`config.mk`:
```
export PLATFORM = sky130hd
export DESIGN_NAME = switch_debouncer
export DESIGN_NICKNAME = d
export VERILOG_FILES = /design/src/rtl/switch_debouncer.sv
export SDC_FILE = /design/constraint.sdc
export NUM_CORES = 1
export LEC_CHECK = 0
export ABC_CLOCK_PERIOD_IN_PS = 2400
export CORE_MARGIN = 2
export CORE_UTILIZATION = 55
export CTS_CLUSTER_DIAMETER = 50
export DETAILED_ROUTE_END_ITERATION = 10
export PLACE_DENSITY = 0.73
export SLEW_MARGIN = 20
export SYNTH_ARGS = -nofsm -noshare
export SYNTH_HDL_FRONTEND = slang
export SYNTH_SLANG_ARGS = --single-unit
export TNS_END_PERCENT = 1
```
`constraint.sdc`:
```
create_clock -name clk -period 2.4 [get_ports clk]
set_input_delay 0.48 -clock clk [delete_from_list [all_inputs] [get_ports clk]]
set_output_delay 0.48 -clock clk [all_outputs]
set_load 0.01 [all_outputs]
```
`src/rtl/switch_debouncer.sv`:
```
// Switch input conditioner: two-flop synchronizer plus per-bit debounce FSM, with
// registered edge pulses and a sticky change record cleared by ack.
module switch_debouncer #(
  parameter int unsigned WIDTH           = 8,
  parameter int unsigned DEBOUNCE_CYCLES = 50000,
  parameter int unsigned CNT_W           = 16
) (
  input  logic             clk,
  input  logic             rst_n,
  input  logic [WIDTH-1:0] switches_raw,
  input  logic             ack,
  output logic [WIDTH-1:0] switches,
  output logic [WIDTH-1:0] rise,
  output logic [WIDTH-1:0] fall,
  output logic [WIDTH-1:0] pending_bits,
  output logic             pending
);

  typedef enum logic {StStable, StCounting} state_e;

  localparam logic [CNT_W-1:0] CntLast = CNT_W'(DEBOUNCE_CYCLES - 1);
  localparam logic [CNT_W-1:0] CntOne  = CNT_W'(1);

  logic [WIDTH-1:0] sync1_q, sync2_q;
  logic [WIDTH-1:0] stable_q, stable_d;
  logic [WIDTH-1:0] rise_q, rise_d, fall_q, fall_d;
  logic [WIDTH-1:0] pend_q, pend_d;
  logic [WIDTH-1:0] commit;
  state_e           st_q  [WIDTH];
  state_e           st_d  [WIDTH];
  logic [CNT_W-1:0] cnt_q [WIDTH];
  logic [CNT_W-1:0] cnt_d [WIDTH];

  always_comb begin
    stable_d = stable_q;
    commit   = '0;
    for (int i = 0; i < int'(WIDTH); i++) begin
      st_d[i]  = st_q[i];
      cnt_d[i] = cnt_q[i];
      unique case (st_q[i])
        StStable: begin
          if (sync2_q[i] != stable_q[i]) begin
            if (DEBOUNCE_CYCLES == 1) begin
              commit[i] = 1'b1;
            end else begin
              st_d[i]  = StCounting;
              cnt_d[i] = CntOne;
            end
          end
        end
        StCounting: begin
          if (sync2_q[i] == stable_q[i]) begin
            // Any bounce restarts the full debounce window.
            st_d[i]  = StStable;
            cnt_d[i] = '0;
          end else if (cnt_q[i] == CntLast) begin
            commit[i] = 1'b1;
          end else begin
            cnt_d[i] = cnt_q[i] + CntOne;
          end
        end
        default: begin
          st_d[i]  = StStable;
          cnt_d[i] = '0;
        end
      endcase
      if (commit[i]) begin
        stable_d[i] = sync2_q[i];
        st_d[i]     = StStable;
        cnt_d[i]    = '0;
      end
    end
    rise_d = commit & sync2_q;
    fall_d = commit & ~sync2_q;
    // Set wins over a simultaneous ack.
    pend_d = (ack ? '0 : pend_q) | commit;
  end

  always_ff @(posedge clk or negedge rst_n) begin
    if (!rst_n) begin
      sync1_q  <= '0;
      sync2_q  <= '0;
      stable_q <= '0;
      rise_q   <= '0;
      fall_q   <= '0;
      pend_q   <= '0;
      for (int i = 0; i < int'(WIDTH); i++) begin
        st_q[i]  <= StStable;
        cnt_q[i] <= '0;
      end
    end else begin
      sync1_q  <= switches_raw;
      sync2_q  <= sync1_q;
      stable_q <= stable_d;
      rise_q   <= rise_d;
      fall_q   <= fall_d;
      pend_q   <= pend_d;
      for (int i = 0; i < int'(WIDTH); i++) begin
        st_q[i]  <= st_d[i];
        cnt_q[i] <= cnt_d[i];
      end
    end
  end

  assign switches     = stable_q;
  assign rise         = rise_q;
  assign fall         = fall_q;
  assign pending_bits = pend_q;
  assign pending      = |pend_q;

endmodule

```
==> results of run 1 <==
## worst max-delay path: cells and delay by family, from the launching register on
family | cells | cell delay (ps)
DFF | 1 | 420
buffers and inverters | 1 | 490
and+or+nand+nor | 2 | 510
## cell type report
cell class | instances | area share, %
tap | 216 | 2.60
multi-input combinational | 694 | 39.6
clock inverter | 14 | 1.89
inverter | 37 | 1.34
clock buffer | 17 | 4.09
sequential | 184 | 44.3
timing repair buffer | 67 | 6.18
## state kept, by name (all words and copies together) (netlist names)
register      flops
cnt_q           128
pending_bits      8
sync1_q           8
fall              8
switches          8
st_q              8
sync2_q           8
rise              8
## cell families (layout without fill, tap and decap cells)
family                     count (synthesis)  in the layout  share of synthesized area (%)
AOI/OAI and AO/OA                        257            257                           17.2
xor gates and xnor gates                  17             17                           1.74
adders and majority gates                  8              8                           1.11
buffers and inverters                     66            135                           2.97
DFF                                      184            184                           51.3
muxes                                     11             11                           1.27
and+or+nand+nor                          401            401                           24.4
## where the power goes
group / switching, W / leakage [nW] / internal, W
clock: 0.00119 / 0.297 / 0.00175
sequential: 0.0000861 / 2.49 / 0.00317
combinational: 0.000240 / 1.66 / 0.000141
## metrics by stage
| step | worst slack [ps] | std cells | utilization (%) | hold WS (ps) | cell area (µm²) |
|---|---|---|---|---|---|
| 4_1_cts | 77.3 | 1229 | 65.2 | 351 | 10400 |
| 6_report | 75.5 | 1229 | 65.2 | 347 | 10400 |
| 5_1_grt | 32.7 | 1229 | 65.2 | 355 | 10400 |
| 3_5_place_dp | 204 | 1197 | 61.2 | 336 | 9750 |
| 2_1_floorplan | 319 | 944 | - | 184 | 8980 |
| 3_3_place_gp | 277 | 1197 | 61.2 | 334 | 9750 |
## cell usage after synthesis, types with 5 or more instances
library cell  number
a211oi_1           6
a21o_1            16
a21oi_1           59
a22o_1            18
a31oi_1           36
a41oi_1            5
and2_1            12
and3_1            25
and4_1             8
clkbuf_1          24
dfrtp_1          184
ha_1               8
inv_1             37
mux2i_1            8
nand2_1           91
nand3_1           73
nand3b_1           5
nand4_1           27
nor2_1            63
nor3_1            15
nor4_1            12
nor4bb_1           8
o21a_1             7
o21ai_0           81
o21ai_1           12
o31ai_1            5
or2_2              7
or3_1             18
xnor2_1            6
xor2_1            10
## routing by layer
metal	wire length, µm	track usage [%]	up-vias
met1	9150	32.9	3576
met2	9200	36.4	127
met5	0	0	-
li1	-	-	3589
met3	685	4.69	14
met4	199	5.80	0
## what timing repair did
item,CTS,global route
buffers inserted,0,0
hold buffers,1,0
gates resized for setup,1,0
setup endpoints to repair,1,0
hold endpoints to repair,7,0
## worst paths after layout
path | cells past startpoint | to
worst min-delay path | 0 | sync2_q[4]$_DFF_PN0_
min in group asynchronous | 2 | cnt_q[90]$_DFFE_PN0P_
worst max-delay path | 3 | pending
worst max register to register | 5 | cnt_q[72]$_DFFE_PN0P_
worst min register to register | 0 | sync2_q[4]$_DFF_PN0_
max in group asynchronous | 3 | cnt_q[29]$_DFFE_PN0P_
==> reports/results.ini, run 1 <==
[clocking]
htreeDepth = 4
cts_tree = done
clk_pin_slew_ps = 70
clock_sinks = 184
cts_buffers = 17
cts-root-buf = clkbuf_16
cts.path.max_buffers = 2
clk_latency_ps = 430

[power]
power_density_nw_per_um2 = 633
peakVddDrop_v = 0.000523
leakage_nw = 4.45
power.total_w = 0.00658

[detailed_routing]
via_count = 7306
drt-wirelength-per-cell_um = 15.6
drc_errors = 0
drtIter0Drc = 577
firstDrtPassIters = 5
avgViaCountPerCell = 5.94
drt_wl_total_um = 19200
antenna_left = 0

[status]
status = finished, final reports clean

[critical_path]
start_kind = flop
endpoint_kind = output pin
slowest_stage = clkdlybuf4s50_1
path_cells = nor4_2 > nand2_1 > clkdlybuf4s50_1
r2r_setup_slack_ps = 180
cp.required_ps = 1920
crit_type = reg -> out
crit_start = pending_bits[2]$_DFF_PN0_
slowest_delay_ps = 490
arrival_ps = 1840
cp_max_fo = 3
r2r_start = cnt_q[69]$_DFFE_PN0P_

[yosys]
synth_cells = 944
synthArstFlopShare_pct = 100
yosysTopAreaCell = dfrtp_1
ys_ff_latch = 184
seq_area_frac_synth_pct = 51.3
syn_nets = 963
ys_warn_count = 0
yosys-top-cells-area = dfrtp_1 (51%), o21ai_0 (4.5%), nand3_1 (4.1%)
synth_flop_cell = dfrtp_1
synth_top_area_share_pct = 51.3
syn_avg_cell_area_um2 = 9.51
post_synth_num_cell_types = 62
synth_edf_count = 0
synthesis.area_um2 = 8980

[worst_hold_path]
min_from = sync1_q[4]$_DFF_PN0_
hold_class = reg -> reg

[floorplanning]
num_rows = 46
die_x_um = 132
core_area_um2 = 15900
die_y_um = 132
die_area_um2 = 17400
initial_utilization_pct = 56.3
io_pins = 44

[timing]
max_freq_mhz = 430
hold_viol = 0
rsz0062_at_grt = no
period_share_pct = 96.9
min_period_ps = 2320
final.setup_skew_ps = 8.01
worst_pin_slew_ps = 826
fin_setup_tns_ps = 0
setup_violations = 0
slew_headroom_pct = 44.7
maxSlewViolCount = 0

[final_layout]
seqCellArea_um2 = 4600
fillCellCount = 1289
final_common_cell = dfrtp_1
layout-drive-gt1-share_pct = 7.40
diodes = 0
layout_common_cells = dfrtp_1 (184), nand2_1 (91), o21ai_0 (81), nand3_1 (73), nor2_1 (63)
multi_input_area_um2 = 4110
syn2layout_area_growth_pct = 15.7
nets = 1020

[global_route]
grt_pass1_wl_um = 33200
grtUsageTotal_pct = 23.0
grt_antenna_before_repair = 0
overflow = 0
grt_pass1_vias = 6869
grt_max_degree = 54

[placement]
dp_hpwl_um = 13000
port_buffers = 43
place.gp.congestion = 0.885

[flow_run]
maxCapViolCount = 0

(Power assumes the default switching activity.)
==> run 2, diff against run 1 <==
--- a/config.mk
+++ b/config.mk
@@ -7,10 +7,10 @@
 export LEC_CHECK = 0
 export ABC_CLOCK_PERIOD_IN_PS = 2400
 export CORE_MARGIN = 2
-export CORE_UTILIZATION = 55
+export CORE_UTILIZATION = 60
 export CTS_CLUSTER_DIAMETER = 50
 export DETAILED_ROUTE_END_ITERATION = 10
-export PLACE_DENSITY = 0.73
+export PLACE_DENSITY = 0.78
 export SLEW_MARGIN = 20
 export SYNTH_ARGS = -nofsm -noshare
 export SYNTH_HDL_FRONTEND = slang
==> run 2 against run 1 <==
Design area fell by 0.99%. Clock skew increased by 3.2 ps. Worst hold slack better by 0.54 ps. Utilization grew 5.3 points. First-iteration DRC count rose by 8.5%. Critical path type unchanged. Global-route usage grew 1.8 points. Sequential cell count stayed put.
==> reports/results.ini, run 2 (same netlist as run 1, synthesis figures left out) <==
[final_layout]
layout-drive-gt1-share_pct = 7.30  ; -0.11 points
final_cells = 1198  ; -2.5%
nets = 1021  ; +0.098%
syn2layout_area_growth_pct = 14.6
largest_reg_flops = 128  ; unchanged
regMostFlops = cnt_q
diodes = 0  ; unchanged
final_common_cell = dfrtp_1
utilization_pct = 70.5  ; +5.3 points
finish.instance_area_um2 = 10300  ; -0.99%
layout_common_cells = dfrtp_1 (184), nand2_1 (91), o21ai_0 (81), nand3_1 (73), nor2_1 (63)

[timing]
rsz0062_at_grt = no
max_freq_mhz = 432  ; +0.52%
hold_viol = 0  ; unchanged
maxSlewViolCount = 0  ; unchanged
fin_setup_tns_ps = 0  ; unchanged
min_period_ps = 2310  ; -12.1 ps
final.setup_skew_ps = 11.2  ; +3.17 ps
period_share_pct = 96.3  ; -0.51 points
slew_headroom_pct = 44.4  ; -0.30 points
worst_pin_slew_ps = 830  ; +4.55 ps
setup_violations = 0  ; unchanged

[clocking]
ctsResizeCount = 0  ; -1
cts_buffers = 17  ; unchanged
clk_latency_ps = 430  ; about the same
clk_pin_slew_ps = 60  ; about the same
htreeDepth = 4  ; unchanged
cts_tree = done
clock_sinks = 184  ; unchanged
cts.path.max_buffers = 2  ; unchanged
cts-root-buf = clkbuf_16

[critical_path]
start_kind = flop
arrival_ps = 1830  ; about the same
crit_type = reg -> out
endpoint_kind = output pin
cp.required_ps = 1920  ; about the same
cp_max_fo = 3  ; unchanged

[global_route]
grtUsageTotal_pct = 24.8  ; +1.8 points
grt_max_degree = 54  ; unchanged
grt_pass1_vias = 6819  ; -0.73%
grt_pass1_wl_um = 32500  ; -2.2%
grt_antenna_before_repair = 0  ; unchanged
overflow = 0  ; unchanged

[detailed_routing]
wl_met3_um = 650  ; -5.1%
drtIter0Drc = 626  ; +8.5%
drc_errors = 0  ; unchanged
drt-met1-wl_um = 9010  ; -1.5%
antenna_left = 0  ; unchanged
firstDrtPassIters = 5  ; unchanged
via_count = 7319  ; +0.18%
drt-wirelength-per-cell_um = 15.6  ; about the same
top_layer = met4
met2_length_um = 8780  ; -4.6%
avgViaCountPerCell = 6.11  ; +2.8%
drt_wl_total_um = 18700  ; -2.6%

[status]
status = finished, final reports clean

[placement]
dpl_cell_area_um2 = 9720  ; -0.33%
place.gp.congestion = 0.849  ; -4.0%
dp_cells = 1166  ; -2.6%
port_buffers = 43  ; unchanged
dp_hpwl_um = 13000  ; about the same

[power]
peakVddDrop_v = 0.000556  ; +6.3%
leakage_nw = 4.42  ; -0.65%
power_density_nw_per_um2 = 609  ; -3.8%
power.total_w = 0.00627  ; -4.7%

[floorplanning]
num_rows = 44  ; -4.3%
die_area_um2 = 16000  ; -8.1%
die_x_um = 126  ; -4.1%
core_area_um2 = 14600  ; -8.5%
die_y_um = 126  ; -4.1%
io_pins = 44  ; unchanged
initial_utilization_pct = 61.5  ; +5.2 points

[worst_hold_path]
hold_class = reg -> reg

[flow_run]
maxCapViolCount = 0  ; unchanged

==> run 2: layout make-up <==
type	instances	area [µm²]
fillers	1119	4300
clock buffers	20	457
repair buffers	68	649
well taps	184	230
multi-input cells	694	4110
clock inverters	11	101
flip-flops and latches	184	4600
inverters	37	139
==> run 2: final timing paths <==
kind | startpoint | end | slack [ps] | cells past startpoint
worst min register to register | sync1_q[6]$_DFF_PN0_ | sync2_q[6]$_DFF_PN0_ | 350 | 0
max in group asynchronous | rst_n | sync1_q[0]$_DFF_PN0_ | 1240 | 3
worst min-delay path | sync1_q[6]$_DFF_PN0_ | sync2_q[6]$_DFF_PN0_ | 350 | 0
worst max-delay path | pending_bits[5]$_DFF_PN0_ | pending | 90 | 3
worst max register to register | cnt_q[27]$_DFFE_PN0P_ | cnt_q[29]$_DFFE_PN0P_ | 210 | 5
min in group asynchronous | rst_n | cnt_q[85]$_DFFE_PN0P_ | 540 | 2
==> run 2: through the flow <==
| stage | hold slack [ps] | worst slack [ps] |
|---|---|---|
| 3_3_place_gp | 333 | 275 |
| 4_1_cts | 350 | 75.8 |
| 5_1_grt | 361 | 14.2 |
| 2_1_floorplan | 184 | 319 |
| 3_5_place_dp | 335 | 246 |
| 6_report | 348 | 87.6 |
==> run 2: worst max-delay path, cell delays in order, from the launching register on <==
cell and delay (ps):
dfrtp_1 440, nor4_1 310, nand2_1 160, clkdlybuf4s50_1 500
==> run 2: timing repair <==
action / 4_1_cts / 5_1_grt
setup endpoints to repair: 0 / 0
hold endpoints to repair: 35 / 0
buffers inserted: 0 / 0
hold buffers: 1 / 0
==> run 2: report_power, final <==
| group | leakage [nW] | internal, W | switching, W |
|---|---|---|---|
| Clock | 0.264 | 0.00148 | 0.00116 |
| Combinational | 1.67 | 0.000141 | 0.000238 |
| Sequential | 2.49 | 0.00317 | 0.0000853 |
| Total | 4.42 | 0.00479 | 0.00148 |
==> run 2: layer usage <==
layer,vias to the layer above,global-route usage (%)
li1,3593,-
met1,3555,35.6
met2,149,38.0
met3,22,4.72
met4,0,9.31
met5,-,0
==> run 3, diff against run 2 <==
--- a/config.mk
+++ b/config.mk
@@ -6,6 +6,7 @@
 export NUM_CORES = 1
 export LEC_CHECK = 0
 export ABC_CLOCK_PERIOD_IN_PS = 2400
+export CAP_MARGIN = 0
 export CORE_MARGIN = 2
 export CORE_UTILIZATION = 60
 export CTS_CLUSTER_DIAMETER = 50
==> results of run 3 <==
Final layout, timing and power as in run 2 (identical DEF).
